[src/rtl/normalizer_pkg.sv]
// Shared definitions for the output-layer normalizer: controller states,
// default fraction width, divider latency and saturation value.
package normalizer_pkg;

  localparam int FRAC_W_DEFAULT = 16;

  // Largest Q0.16 fraction; a neuron that carries the whole sum maps here.
  localparam logic [FRAC_W_DEFAULT-1:0] SAT_DEFAULT = '1;

  typedef enum logic [3:0] {
    IDLE,
    SUM_RD,
    SUM_LAST,
    CHECK,
    DIV_RD,
    DIV_LOAD,
    DIV_RUN,
    WR,
    DONE
  } norm_state_e;

  // One quotient bit per dividend bit; the dividend is value << frac_w.
  function automatic int div_cycles(input int data_w, input int frac_w);
    return data_w + frac_w;
  endfunction

endpackage

[src/rtl/serial_divider.sv]
// Restoring unsigned divider: loads on start, then produces one quotient bit
// per clock for DIVIDEND_W clocks. busy is high while steps remain.
module serial_divider #(
  parameter int DIVIDEND_W = 32,
  parameter int DIVISOR_W  = 18
) (
  input  logic                  clk,
  input  logic                  rst,
  input  logic                  start,
  input  logic [DIVIDEND_W-1:0] dividend,
  input  logic [DIVISOR_W-1:0]  divisor,
  output logic                  busy,
  output logic [DIVIDEND_W-1:0] quotient
);

  localparam int CNT_W = $clog2(DIVIDEND_W + 1);

  logic [DIVIDEND_W-1:0] dvd_q, dvd_d;
  logic [DIVISOR_W-1:0]  rem_q, rem_d;
  logic [DIVISOR_W-1:0]  dsr_q, dsr_d;
  logic [CNT_W-1:0]      cnt_q, cnt_d;

  logic [DIVISOR_W:0]    rem_sh;
  logic [DIVISOR_W-1:0]  rem_diff;
  logic                  fits;

  // The remainder always stays below the divisor, so the difference fits
  // in DIVISOR_W bits whenever a subtraction is actually taken.
  always_comb begin
    rem_sh   = {rem_q, dvd_q[DIVIDEND_W-1]};
    fits     = (rem_sh >= {1'b0, dsr_q});
    rem_diff = rem_sh[DIVISOR_W-1:0] - dsr_q;

    dvd_d = dvd_q;
    rem_d = rem_q;
    dsr_d = dsr_q;
    cnt_d = cnt_q;
    if (start) begin
      dvd_d = dividend;
      rem_d = '0;
      dsr_d = divisor;
      cnt_d = CNT_W'(DIVIDEND_W);
    end else if (cnt_q != '0) begin
      dvd_d = {dvd_q[DIVIDEND_W-2:0], fits};
      rem_d = fits ? rem_diff : rem_sh[DIVISOR_W-1:0];
      cnt_d = cnt_q - CNT_W'(1);
    end
  end

  always_ff @(posedge clk or posedge rst) begin
    if (rst) begin
      dvd_q <= '0;
      rem_q <= '0;
      dsr_q <= '0;
      cnt_q <= '0;
    end else begin
      dvd_q <= dvd_d;
      rem_q <= rem_d;
      dsr_q <= dsr_d;
      cnt_q <= cnt_d;
    end
  end

  assign busy     = (cnt_q != '0);
  assign quotient = dvd_q;

endmodule

[src/rtl/output_normalizer.sv]
// Normalizes the output layer in place: sums all neuron outputs, then writes
// back each value divided by the sum as a saturated Q0.FRAC_W fraction.
module output_normalizer
  import normalizer_pkg::*;
#(
  parameter int N_OUT  = 10,
  parameter int DATA_W = 16,
  parameter int FRAC_W = FRAC_W_DEFAULT
) (
  input  logic                     clk,
  input  logic                     rst,
  input  logic                     start,
  output logic                     busy,
  output logic                     done,
  output logic                     err_zero_sum,
  output logic                     rd_en,
  output logic [$clog2(N_OUT)-1:0] rd_addr,
  input  logic [DATA_W-1:0]        rd_data,
  output logic                     wr_en,
  output logic [$clog2(N_OUT)-1:0] wr_addr,
  output logic [FRAC_W-1:0]        wr_data
);

  localparam int ADDR_W  = $clog2(N_OUT);
  localparam int SUM_W   = DATA_W + ADDR_W;
  localparam int DIV_CYC = div_cycles(DATA_W, FRAC_W);
  localparam int CNT_W   = $clog2(DIV_CYC);

  localparam logic [ADDR_W-1:0] LAST_IDX = ADDR_W'(N_OUT - 1);
  localparam logic [FRAC_W-1:0] SAT_VAL  = '1;

  norm_state_e         state_q, state_d;
  logic [SUM_W-1:0]    sum_q, sum_d;
  logic [ADDR_W-1:0]   idx_q, idx_d;
  logic [CNT_W-1:0]    run_cnt_q, run_cnt_d;
  logic                err_q, err_d;

  logic                div_start;
  logic                div_busy;
  logic [DIV_CYC-1:0]  quotient;
  logic [FRAC_W-1:0]   frac_sat;

  serial_divider #(
    .DIVIDEND_W (DIV_CYC),
    .DIVISOR_W  (SUM_W)
  ) u_div (
    .clk      (clk),
    .rst      (rst),
    .start    (div_start),
    .dividend ({rd_data, {FRAC_W{1'b0}}}),
    .divisor  (sum_q),
    .busy     (div_busy),
    .quotient (quotient)
  );

  // Only value == sum produces a quotient of 1.0, which does not fit Q0.FRAC_W.
  assign frac_sat = (quotient[DIV_CYC-1:FRAC_W] != '0) ? SAT_VAL : quotient[FRAC_W-1:0];

  always_comb begin
    state_d      = state_q;
    sum_d        = sum_q;
    idx_d        = idx_q;
    run_cnt_d    = run_cnt_q;
    err_d        = err_q;
    busy         = 1'b1;
    done         = 1'b0;
    err_zero_sum = 1'b0;
    rd_en        = 1'b0;
    rd_addr      = '0;
    wr_en        = 1'b0;
    wr_addr      = '0;
    wr_data      = '0;
    div_start    = 1'b0;

    case (state_q)
      IDLE: begin
        busy = 1'b0;
        if (start) begin
          state_d = SUM_RD;
          sum_d   = '0;
          idx_d   = '0;
          err_d   = 1'b0;
        end
      end
      SUM_RD: begin
        rd_en   = 1'b1;
        rd_addr = idx_q;
        // Read data lags the address by one cycle; nothing is pending at index 0.
        if (idx_q != '0) sum_d = sum_q + SUM_W'(rd_data);
        if (idx_q == LAST_IDX) begin
          idx_d   = '0;
          state_d = SUM_LAST;
        end else begin
          idx_d = idx_q + ADDR_W'(1);
        end
      end
      SUM_LAST: begin
        sum_d   = sum_q + SUM_W'(rd_data);
        state_d = CHECK;
      end
      CHECK: begin
        idx_d = '0;
        if (sum_q == '0) begin
          err_d   = 1'b1;
          state_d = DONE;
        end else begin
          state_d = DIV_RD;
        end
      end
      DIV_RD: begin
        rd_en   = 1'b1;
        rd_addr = idx_q;
        state_d = DIV_LOAD;
      end
      DIV_LOAD: begin
        div_start = 1'b1;
        run_cnt_d = '0;
        state_d   = DIV_RUN;
      end
      DIV_RUN: begin
        if (run_cnt_q == CNT_W'(DIV_CYC - 1)) state_d = WR;
        else run_cnt_d = run_cnt_q + CNT_W'(1);
      end
      WR: begin
        // The divider has consumed all dividend bits by now.
        if (!div_busy) begin
          wr_en   = 1'b1;
          wr_addr = idx_q;
          wr_data = frac_sat;
        end
        if (idx_q == LAST_IDX) begin
          state_d = DONE;
        end else begin
          idx_d   = idx_q + ADDR_W'(1);
          state_d = DIV_RD;
        end
      end
      DONE: begin
        done         = 1'b1;
        err_zero_sum = err_q;
        state_d      = IDLE;
      end
      default: state_d = IDLE;
    endcase
  end

  always_ff @(posedge clk or posedge rst) begin
    if (rst) begin
      state_q   <= IDLE;
      sum_q     <= '0;
      idx_q     <= '0;
      run_cnt_q <= '0;
      err_q     <= 1'b0;
    end else begin
      state_q   <= state_d;
      sum_q     <= sum_d;
      idx_q     <= idx_d;
      run_cnt_q <= run_cnt_d;
      err_q     <= err_d;
    end
  end

endmodule

[config.mk]
export PLATFORM = sky130hd
export DESIGN_NAME = output_normalizer
export DESIGN_NICKNAME = d
export VERILOG_FILES = /design/src/rtl/normalizer_pkg.sv /design/src/rtl/serial_divider.sv /design/src/rtl/output_normalizer.sv
export SDC_FILE = /design/constraint.sdc
export NUM_CORES = 1
export LEC_CHECK = 0
export CELL_PAD_IN_SITES_DETAIL_PLACEMENT = 1
export CELL_PAD_IN_SITES_GLOBAL_PLACEMENT = 2
export CORE_ASPECT_RATIO = 1.25
export CORE_MARGIN = 2
export CORE_UTILIZATION = 33
export DETAILED_ROUTE_END_ITERATION = 10
export PLACE_DENSITY = 0.88
export SLEW_MARGIN = 20
export SYNTH_ARGS = -nofsm -noshare
export SYNTH_HDL_FRONTEND = slang
export SYNTH_SLANG_ARGS = --single-unit
[constraint.sdc]
create_clock -name clk -period 3.6 [get_ports clk]
set_clock_uncertainty 0.2 [all_clocks]
set_input_delay 0.54 -clock clk [delete_from_list [all_inputs] [get_ports clk]]
set_output_delay 0.54 -clock clk [all_outputs]
set_load 0.01 [all_outputs]
==> results list, run 1 <==
* Critical path start-end classification: reg2out
* Number of synthesized flops with an enable pin: 0
* Overall die area: 22,900 sq um
- In this run, the number of DRC markers left after iteration 0 of detailed routing was 256.
- In this run the deepest clock path goes through 2 buffers.
- Once placement completed, the tool counted placed cells totaling 1,143.
- The pre-antenna-repair detailed-routing pass consisted of 4 iterations.
- Layout overhead on the synthesized area: 15.2%
- Pin count of the biggest net entering global routing: 73
- Data arrival time of the critical path: 2700 ps
* Clk pwr share: 11.5%
* H-tree level count: 3
* Max_cap viols: 0
* Number of warnings printed during yosys synthesis: 0
- The number of max-slew violations in the final report was 0.
* Effective utilization at floorplan: 33.5%
- In this run the worst path has a maximum fanout of 4.
* Cell-internal power: 4.50 mW
- Post-route minimum period: 3440 ps
- Worst Path Required: 2860 ps
- Final hold viol count: 0
- The worst hold path belongs to the class reg2reg.
- Clock root cell: sky130_fd_sc_hd__clkbuf_16
- CTS saw 112 sinks.
- After global routing the overflow that remains totals 0.
* Nets: 938
- Final-report setup violation count: 0
- The core region is 21,400 sq um.
- Global routing used 17.6% of the available tracks.
- Summed over all cells, the static leakage comes to 3.77 nW.
* Area share of the largest cell type after synthesis: 39.1%
- For the pin with the worst max-slew slack, the measured transition is 1010 ps.
* Setup TNS: 0 ps
- Summed over all instances, the cell type with the most area after synthesis is sky130_fd_sc_hd__dfrtp_1.
* Number of buffers created by CTS: 9
- Netlist area before placement: 7160 sq um
- The via count of the first global-routing pass was 6,323.
- The routed layout has 6,222 vias.
- Setup repair after global routing left no endpoint under its margin.
* Number of antenna violations at the first check in global routing: 0
- Via count normalized by instance count: 5.37
- Number of instances in the synthesized netlist: 847
- The run finished with clean final reports.
* Crit path capture type: output pin
- First-pass GRT wire length: 32,600 um
* Syn_area_per_cell: 8.45 sq um
* Post-CTS setup buffer count: 0
- Overall die height: 169 um
* Power share of the combinational group: 61.8%
* Top-count cell post-synth: sky130_fd_sc_hd__nand2_1
* Peak VDD IR: 343 uV
- Detailed placement HPWL: 14,200 um
- The worst setup path is launched from a flip-flop.
- Site row count: 60
- For this design the top-level I/O count stands at 48.
- Sorting the synthesized cells by area gives the leading types as sky130_fd_sc_hd__dfrtp_1 39%, sky130_fd_sc_hd__ha_1 7.3%, sky130_fd_sc_hd__nand2_1 6.6%.
* Netlist cell types: 66
* Final wirelength: 19,400 um
* Clock latency on the worst-skew pair: 350 ps
- Final routed DRC violation total: 0
- Summing the sequential cell areas from Yosys gives 39.1% of the chip area.
- Clock-pin slew on the worst setup and hold paths: 80 ps
- Number of non-filler instances in the completed layout: 1,159
* Areal power density over the cells: 1030 nW/um^2
* Top FF cell, synth: sky130_fd_sc_hd__dfrtp_1
* Async set or reset register ratio after synthesis: 100%
- Syn Nets: 910
* Part of the total power dissipated in sequential elements: 26.7%
- Measured along the x axis, the die boundary spans 136 um.
- TritonCTS built the clock tree.
* Flip-flop and latch count after synthesis: 112
- The congestion estimate from routability-driven global placement came to 0.796.
- In this run the tool buffered the top-level ports with 47 buffer cells.
* Final worst path period share: 95.4%
* Remaining antenna violation count: 0
* Slew margin rel.: 32.5%
* Highest clock rate: 291 MHz
- The repair_antennas step left the layout with diodes totalling 0.
- Counting instances in the post-synthesis netlist gives the leading cell types as 126 x sky130_fd_sc_hd__nand2_1, 112 x sky130_fd_sc_hd__dfrtp_1, 81 x sky130_fd_sc_hd__nor2_1, 72 x sky130_fd_sc_hd__a21oi_1, 64 x sky130_fd_sc_hd__o21ai_0.
- In the final routed layout, each cell accounts on average for 16.8 um.
- In this run the power spent charging and discharging nets is 4.02 mW.
- The post-route netlist has 7.05% of its cells at a drive strength greater than 1.
- Net switching is 47.2% of the power.
## cell usage in the layout, fill, tap and decap left out, drive strengths merged, types with 19 or more instances in the layout
cell type | synthesis | layout
a21oi | 74 | 74
a22o | 19 | 19
inv | 38 | 40
dfrtp | 112 | 112
nand2 | 127 | 127
nor3 | 20 | 20
ha | 42 | 42
clkdlybuf4s50 | 0 | 31
o21ai | 65 | 65
a31oi | 21 | 21
buf | 12 | 19
nor2 | 81 | 81
## timing repair
action                     CTS  global route
hold buffers                 0             0
setup endpoints to repair   16             2
resized for setup           18             2
gates cloned                 0             0
## metal layers
metal | GRT usage (%) | part of all wire (%) | vias up
li1 | - | - | 3041
met1 | 23.4 | 46 | 3109
met2 | 30.8 | 51 | 60
met5 | 0 | 0 | -
met4 | 4.17 | 1.1 | 0
met3 | 1.59 | 1.3 | 12
## worst max-delay path, cell delays in order, from the launching register on
cell and delay (ps):
sky130_fd_sc_hd__dfrtp_1 380, sky130_fd_sc_hd__inv_1 120, sky130_fd_sc_hd__ha_4 180, sky130_fd_sc_hd__nand2_2 70
sky130_fd_sc_hd__or3_2 440, sky130_fd_sc_hd__or3_4 410, sky130_fd_sc_hd__inv_1 90, sky130_fd_sc_hd__and2_1 130
sky130_fd_sc_hd__clkdlybuf4s50_1 520
## flip-flops by register name (all words and copies together) (netlist names)
name	cells
sum_q	20
idx_q	4
u_div.quotient	32
u_div.cnt_q	6
err_q	1
u_div.rem_q	20
run_cnt_q	5
u_div.dsr_q	20
state_q	4
## power by group through the flow
stage | combinational (mW) | clock (mW) | sequential (mW)
2_1_floorplan | 4.12 | 0 | 2.12
3_3_place_gp | 5.10 | 0 | 2.27
3_5_place_dp | 5.27 | 0 | 2.29
4_1_cts | 5.32 | 1.00 | 2.27
5_1_grt | 5.93 | 1.05 | 2.35
6_report | 5.27 | 0.977 | 2.28
## area by class of cell
type / count / area [sq um]
well taps: 279 / 349
repair buffers: 66 / 638
clock buffers: 10 / 229
flip-flops and latches: 112 / 2800
clock inverters: 6 / 50.0
fillers: 2560 / 13100
inverters: 38 / 146
multi-input cells: 648 / 4040
## metrics by stage
step / total power [mW] / setup slack, ps / utilization [%] / cell area [sq um] / hold slack [ps]
6_report: 8.52 / 165 / 38.6 / 8250 / 302
5_1_grt: 9.33 / 14.3 / 38.6 / 8250 / 348
4_1_cts: 8.59 / 74.1 / 38.5 / 8240 / 304
3_5_place_dp: 7.56 / 56.2 / 37.3 / 7970 / 285
3_3_place_gp: 7.37 / 158 / 37.2 / 7960 / 267
2_1_floorplan: 6.24 / 730 / - / 7160 / 242
## final timing paths
path,cells past startpoint,to,start,slack (ps)
max,8,wr_addr[2],u_div.cnt_q[0],160
min,2,u_div.dsr_q[0],u_div.dsr_q[0],300
max reg2reg,10,u_div.rem_q[9],u_div.rem_q[17],420
min reg2reg,2,u_div.dsr_q[0],u_div.dsr_q[0],300
max in group asynchronous,3,sum_q[14],rst,2080
min in group asynchronous,2,u_div.quotient[11],rst,450
## cells by family after synthesis
family | Yosys count | share of synthesized area [%]
buf+inv | 87 | 5.03
fa+ha+maj | 44 | 7.90
xor+xnor | 31 | 3.79
flops | 112 | 39.1
mux | 18 | 2.59
compound gates | 238 | 21.3
simple gates | 317 | 20.2
Power figures use the tool's default switching activity.
==> run 2: changes to the inputs <==
--- a/config.mk
+++ b/config.mk
@@ -11,7 +11,7 @@
 export CORE_MARGIN = 2
 export CORE_UTILIZATION = 33
 export DETAILED_ROUTE_END_ITERATION = 10
-export PLACE_DENSITY = 0.88
+export PLACE_DENSITY = 0.83
 export SLEW_MARGIN = 20
 export SYNTH_ARGS = -nofsm -noshare
 export SYNTH_HDL_FRONTEND = slang
==> results list, run 2 (synthesized netlist as in run 1, its figures left out) <==
- Most common cell after layout, fill and taps aside: sky130_fd_sc_hd__nand2_1 (unchanged)
- The total die area was 22,900 sq um (unchanged).
* Number of flip-flops in the largest register: 32 (unchanged)
- The largest fanout of any net on the critical path came to 9 (was 4).
- The leftover overflow at the end of global routing came to 0 (unchanged).
* Slack of the worst reg-to-reg path: 510 ps (was 420 ps)
* Layout cells sized above 1: 6.61% (was 7.05%)
- The combinational group share of total power is 60.5% (was 61.8%).
- Reported net switching power: 3.99 mW (was 4.02 mW)
- The top-level port count is 48 (unchanged).
- The startpoint kind of the worst setup timing path was a flip-flop (unchanged).
- Switching part of the total: 45.9% (was 47.2%)
* Layout overhead on the synthesized area: 15.9% (was 15.2%)
- Hold Buf Count CTS: 0 (unchanged)
- Most used cells in the layout excluding fill and tap cells: 125 x sky130_fd_sc_hd__nand2_1, 112 x sky130_fd_sc_hd__dfrtp_1, 81 x sky130_fd_sc_hd__nor2_1 (was 124 x sky130_fd_sc_hd__nand2_1, 112 x sky130_fd_sc_hd__dfrtp_1, 81 x sky130_fd_sc_hd__nor2_1)
- The largest net degree at the start of global routing came to 113 (was 73).
- The count of cells along the worst hold path was 2 (unchanged).
- The dominant delay contributor by cell family on the critical path was simple AND/OR/NAND/NOR gates (unchanged).
* Total inserted antenna cells: 0 (unchanged)
- Origin of the worst min-delay path: err_q (was u_div.dsr_q[0])
- R2R cell count: 9 (was 10)
* Cell-internal power: 4.70 mW (was 4.50 mW)
- Site row count: 60 (unchanged)
- The library cell used as clock root buffer was sky130_fd_sc_hd__clkbuf_16 (unchanged).
- Data arrival time of the critical path: 2650 ps (was 2700 ps)
- Reg-to-Reg Start: u_div.rem_q[15] (was u_div.rem_q[17])
- Total global routing track utilization: 17.9% (was 17.6%)
- The count of H-tree levels built during CTS was 3 (unchanged).
* Worst reg2reg endpoint: u_div.rem_q[1] (was u_div.rem_q[9])
* Remaining antenna violation count: 0 (unchanged)
* Gp weighted congestion: 0.803 (was 0.796)
- Post-route minimum period: 3390 ps (was 3440 ps)
- Endpoint, Worst Hold: err_q (was u_div.dsr_q[0])
- Routed WL per cell: 16.9 um (was 16.8 um)
- The total number of vias is 6,202 (was 6,222).
- The setup TNS was 0 ps (unchanged).
- Number of buffers created by CTS: 9 (unchanged)
* Worst Path Required: 2860 ps (about the same)
- The hold violation count in the final report was 0 (unchanged).
* Buffers plus inverters on the worst setup path: 2 (was 3)
* Effective utilization at floorplan: 33.5% (unchanged)
- The worst-case clock buffer depth came to 2 (unchanged).
- The post-layout net count came to 935 (was 938).
* Crit path capture type: output pin (unchanged)
* Final wirelength: 19,600 um (was 19,400 um)
- Overall die height: 169 um (unchanged)
- The worst slew margin relative to its limit was 31.4% (was 32.5%).
- Dominant cell type by count on the critical path: sky130_fd_sc_hd__or3_4 (was sky130_fd_sc_hd__inv_1)
* RSZ-0062 raised after global routing: no (unchanged)
- The detailed router's first-iteration violation count was 337 (was 256).
- The worst ir drop on vdd was 439 uV (was 343 uV).
* Highest clock rate: 295 MHz (was 291 MHz)
* Leakage: 3.71 nW (was 3.77 nW)
- Total clock sinks: 112 (unchanged)
* Worst min-delay path class: reg2reg (unchanged)
- Areal power density over the cells: 1050 nW/um^2 (was 1030 nW/um^2)
- Chain of cells forming the critical path: inv_1 -> ha_2 -> nand2_1 -> or3_4 -> or3_4 -> nor2_1 -> clkdlybuf4s50_1 (was inv_1 -> ha_4 -> nand2_2 -> or3_2 -> or3_4 -> inv_1 -> and2_1 -> clkdlybuf4s50_1)
- Detailed placement HPWL: 13,900 um (was 14,200 um)
- The remaining routing DRC violations was 0 (unchanged).
- Clk pwr share: 13.4% (was 11.5%)
- Core area: 21,400 sq um (unchanged)
- Critical-path top delay cell: sky130_fd_sc_hd__clkdlybuf4s50_1 (unchanged)
* Via count normalized by instance count: 5.37 (about the same)
- The initial antenna violation count is 0 (unchanged).
- The share of the clock period used by the worst path was 94.1% (was 95.4%).
* Clock tree from TritonCTS: done (unchanged)
* Number of global-route vias before repair: 6,490 (was 6,323)
- Max_cap viols: 0 (unchanged)
- The quantity of I/O buffers inserted on ports is 47 (unchanged).
- The sequential share of power was 26.1% (was 26.7%).
* Die X-Extent: 136 um (unchanged)
- Final-report setup violation count: 0 (unchanged)
- Clock latency on the worst-skew pair: 360 ps (was 350 ps)
- The type of the worst setup path is reg2out (unchanged).
* Final Slew Violations: 0 (unchanged)
- The delay of the slowest critical-path stage is 540 ps (was 520 ps).
* Outcome: finished clean (unchanged)
- The final core utilization came to 38.8% (was 38.6%).
- Number of iterations in the first detailed-routing pass: 4 (unchanged)
- The clock slew at the register clock pins of the worst setup and hold paths was 80 ps (about the same).
* Transition time at the pin with the least slew margin: 1030 ps (was 1010 ps)
- First-pass GRT wire length: 33,100 um (was 32,600 um)
[run 2: cell types whose count changed in the layout (fill, tap and decap cells not counted), moves of 2 or more]
cell                              delta
sky130_fd_sc_hd__or3_4               +3
sky130_fd_sc_hd__clkdlybuf4s50_1    +14
sky130_fd_sc_hd__buf_6               +2
sky130_fd_sc_hd__dlygate4sd2_1      -14
sky130_fd_sc_hd__buf_4               -5
sky130_fd_sc_hd__bufinv_16           +3
[run 2: worst max path at each step]
stage	start	end	slack, ps	cells after the start
after detailed placement	rd_data[0]	sum_q[14]	70	10
after global routing	u_div.cnt_q[1]	wr_data[12]	50	7
after floorplan	rd_data[0]	sum_q[14]	730	9
final	u_div.cnt_q[0]	wr_data[5]	210	7
after CTS	u_div.cnt_q[0]	wr_data[5]	50	7
after global placement	rd_data[0]	sum_q[14]	140	10
[run 2: timing repair]
action                     in CTS  in global routing
gates resized for setup         4                  3
setup buffers                   0                  0
setup endpoints to repair      21                 19
cloned                          0                  2
pin swaps                       0                  2
[run 2: cell type report]
| class | instances | area (sq um) |
|---|---|---|
| clock buffers | 10 | 229 |
| clock inverters | 6 | 115 |
| fillers | 2549 | 13100 |
| inverters | 38 | 146 |
| multi-input cells | 650 | 4050 |
| flip-flops and latches | 112 | 2800 |
| well taps | 279 | 349 |
| repair buffers | 61 | 606 |
[run 2: stage by stage]
stage | hold WS (ps) | total power, mW | area, sq um | setup slack, ps | cells
5_1_grt | 333 | 9.59 | 8300 | 50.0 | 1156
3_5_place_dp | 280 | 7.56 | 7920 | 67.8 | 1138
6_report | 294 | 8.70 | 8300 | 213 | 1156
4_1_cts | 298 | 8.78 | 8270 | 53.0 | 1154
2_1_floorplan | 242 | 6.24 | 7160 | 730 | 847
3_3_place_gp | 269 | 7.40 | 7900 | 140 | 1136
[run 2: layer usage]
layer  track usage (%)  part of all wire (%)  up-vias
met5                 0                     0        -
met2              30.7                    50       51
met4              6.30                   2.3        0
li1                  -                     -     3037
met1              23.3                    46     3094
met3              1.92                   1.5       20
[run 2: power groups by stage]
stage	registers, mW	clock network, mW	logic, mW
detailed placement	2.29	0	5.26
CTS	2.27	1.20	5.30
global placement	2.28	0	5.12
global route	2.35	1.25	6.00
finish	2.27	1.17	5.26
floorplan	2.12	0	4.12
[run 2: worst min-delay path, stage by stage (launching register included)]
cell and delay [ps]:
sky130_fd_sc_hd__dfrtp_1 350, sky130_fd_sc_hd__nand2_1 50, sky130_fd_sc_hd__o21ai_0 60
==> run 3: changes to the inputs <==
--- a/config.mk
+++ b/config.mk
@@ -12,6 +12,7 @@
 export CORE_UTILIZATION = 33
 export DETAILED_ROUTE_END_ITERATION = 10
 export PLACE_DENSITY = 0.83
+export RECOVER_POWER = 50
 export SLEW_MARGIN = 20
 export SYNTH_ARGS = -nofsm -noshare
 export SYNTH_HDL_FRONTEND = slang
==> results list, run 3 (synthesized netlist as in run 1, its figures left out) <==
- Slack of the worst reg-to-reg path: 510 ps (about the same)
- Die X-Extent: 136 um (unchanged)
- The final count of negative-setup-slack endpoints is 0 (unchanged).
- Clock tree from TritonCTS: done (unchanged)
- First-pass GRT wire length: 33,100 um (unchanged)
* Max_cap viols: 1 (was 0)
* Layout overhead on the synthesized area: 15.6% (was 15.9%)
- Critical path start-end classification: reg2out (unchanged)
- Setup TNS: 0 ps (unchanged)
- The leftover overflow at the end of global routing is 0 (unchanged).
- Multi-input gate area in the final layout: 4040 sq um (was 4050 sq um)
* Leakage: 3.70 nW (was 3.71 nW)
- Clock root cell: sky130_fd_sc_hd__clkbuf_16 (unchanged)
- The wire length on met2 was 9780 um (was 9800 um).
* H-tree level count: 3 (unchanged)
* Core area: 21,400 sq um (unchanged)
- Pin count of the biggest net entering global routing: 113 (unchanged)
- The total placed instance area is 7920 sq um (unchanged).
- The hold violation count in the final report came to 0 (unchanged).
- Hold Buf Count CTS: 0 (unchanged)
- Vias after detailed routing: 6,215 (was 6,202)
- Post-layout instance area: 8270 sq um (was 8300 sq um)
- The remaining routing DRC violations came to 0 (unchanged).
- The worst ir drop on vdd was 438 uV (was 439 uV).
- Endpoint, Worst Hold: err_q (unchanged)
- Gp weighted congestion: 0.803 (unchanged)
* Total inserted antenna cells: 0 (unchanged)
- Overall die height: 169 um (unchanged)
- The required time at the worst-slack endpoint is 2860 ps (about the same).
- Most used cells in the layout excluding fill and tap cells: 125 x sky130_fd_sc_hd__nand2_1, 112 x sky130_fd_sc_hd__dfrtp_1, 81 x sky130_fd_sc_hd__nor2_1 (unchanged).
- The top-level port count was 48 (unchanged).
* Fillers: 2,552 (was 2,549)
- Reg-to-Reg Start: u_div.rem_q[15] (unchanged)
* Final worst path period share: 94.0% (was 94.1%)
- Layout cells sized above 1: 6.39% (was 6.61%)
- The worst hold slack came to 295 ps (was 294 ps).
* Clock-pin slew on the worst setup and hold paths: 80 ps (about the same)
- Worst Path Max Fanout: 9 (unchanged)
- Number of buffers created by CTS: 9 (unchanged)
- The global router's overall resource usage is 17.9% (unchanged).
- Routed WL per cell: 17.0 um (was 16.9 um)
- Number of flip-flops in the largest register: 32 (unchanged)
- The first-pass iteration count of the detailed router was 4 (unchanged).
* Outcome: finished, violations left (was finished clean)
* Detailed placement HPWL: 13,900 um (unchanged)
- The initial antenna violation count came to 0 (unchanged).
- Via count normalized by instance count: 5.38 (was 5.37)
- Detailed router's first-iteration violation count: 367 (was 337)
- The number of max-slew violations in the final report came to 113 (was 0).
- The actual slew at the worst max-slew pin is 1610 ps (was 1030 ps).
- Worst min-delay path class: reg2reg (unchanged)
- The worst-case clock buffer depth was 2 (unchanged).
- Most common cell after layout, fill and taps aside: sky130_fd_sc_hd__nand2_1 (unchanged)
- Worst Hold Depth: 2 (unchanged)
- The placement row count is 60 (unchanged).
- The critical register-to-register path endpoint is u_div.rem_q[11] (was u_div.rem_q[1]).
- Length of routed met3 wiring: 320 um (was 297 um)
* Critical path startpoint category: flip-flop (unchanged)
- The final core utilization is 38.7% (was 38.8%).
- The routed wire length is 19,700 um (was 19,600 um).
- The effective utilization at floorplan came to 33.5% (unchanged).
- The clock period minus worst slack is 3390 ps (about the same).
- Total clock sinks: 112 (unchanged)
- Areal power density over the cells: 1050 nW/um^2 (about the same)
- R2R cell count: 11 (was 9)
* Top routing layer in use: met4 (unchanged)
- The final total power came to 8.69 mW (was 8.70 mW).
* Crit path capture type: output pin (unchanged)
- The quantity of I/O buffers inserted on ports was 47 (unchanged).
* Wire length on met1: 9120 um (was 9020 um)
* RSZ-0062 raised after global routing: no (unchanged)
- Sequential Area: 2800 sq um (unchanged)
* Highest clock rate: 295 MHz (about the same)
- Clock latency on the worst-skew pair: 360 ps (about the same)
* Origin of the worst min-delay path: err_q (unchanged)
* Remaining antenna violation count: 0 (unchanged)
- Slew margin rel.: -7.05% (was 31.4%)
- The checks that failed: capacitance limit, slew limit.
- Nets: 935 (unchanged)
* Data arrival time of the critical path: 2650 ps (about the same)
- The via count of the first global-routing pass is 6,490 (unchanged).
* Overall die area: 22,900 sq um (unchanged)
## run 3: final cells by class
cell class                 instances  share of cell area (%)
multi-input combinational        650                    48.9
sequential                       112                    33.9
inverter                          38                    1.77
timing repair buffer              61                    7.12
clock buffer                      10                    2.77
clock inverter                     6                    1.39
tap                              279                    4.22
## run 3: critical path, stage by stage, from the launching register on
cell and delay (ps):
sky130_fd_sc_hd__dfrtp_1 380, sky130_fd_sc_hd__inv_1 90, sky130_fd_sc_hd__ha_2 210, sky130_fd_sc_hd__nand2_1 110, sky130_fd_sc_hd__or3_4 380, sky130_fd_sc_hd__or3_4 450, sky130_fd_sc_hd__nor2_1 120, sky130_fd_sc_hd__clkdlybuf4s50_1 540
## run 3: stage by stage
stage               cells  setup slack [ps]
floorplan             847               730
global placement     1136               140
detailed placement   1138              67.8
CTS                  1154              53.0
global route         1156              50.0
finish               1156               214
## run 3: how the worst max path moves through the flow
| stage | start | endpoint | slack, ps | depth (start not counted) |
|---|---|---|---|---|
| after global routing | u_div.cnt_q[1] | wr_data[12] | 50 | 7 |
| after floorplan | rd_data[0] | sum_q[14] | 730 | 9 |
| final | u_div.cnt_q[0] | wr_data[5] | 210 | 7 |
| after CTS | u_div.cnt_q[0] | wr_data[5] | 50 | 7 |
| after detailed placement | rd_data[0] | sum_q[14] | 70 | 10 |
| after global placement | rd_data[0] | sum_q[14] | 140 | 10 |
## run 3: power by group
part           leakage, nW  switching (mW)  total [mW]  internal (mW)
sequential            1.43           0.450        2.27           1.82
clock                0.163           0.484        1.17          0.685
combinational         2.10            3.06        5.25           2.19
total                 3.70            3.99        8.69           4.70
## run 3: what timing repair did
action | 4_1_cts | 5_1_grt
resized for setup | 4 | 3
gates cloned | 0 | 2
pin swaps | 0 | 2
buffers inserted | 0 | 0
endpoints found under the setup margin | 21 | 19
## run 3: routing by layer
| layer | GRT usage, % | vias to the layer above |
|---|---|---|
| met5 | 0 | - |
| met4 | 6.30 | 0 |
| met1 | 23.3 | 3103 |
| li1 | - | 3038 |
| met2 | 30.7 | 54 |
| met3 | 1.92 | 20 |
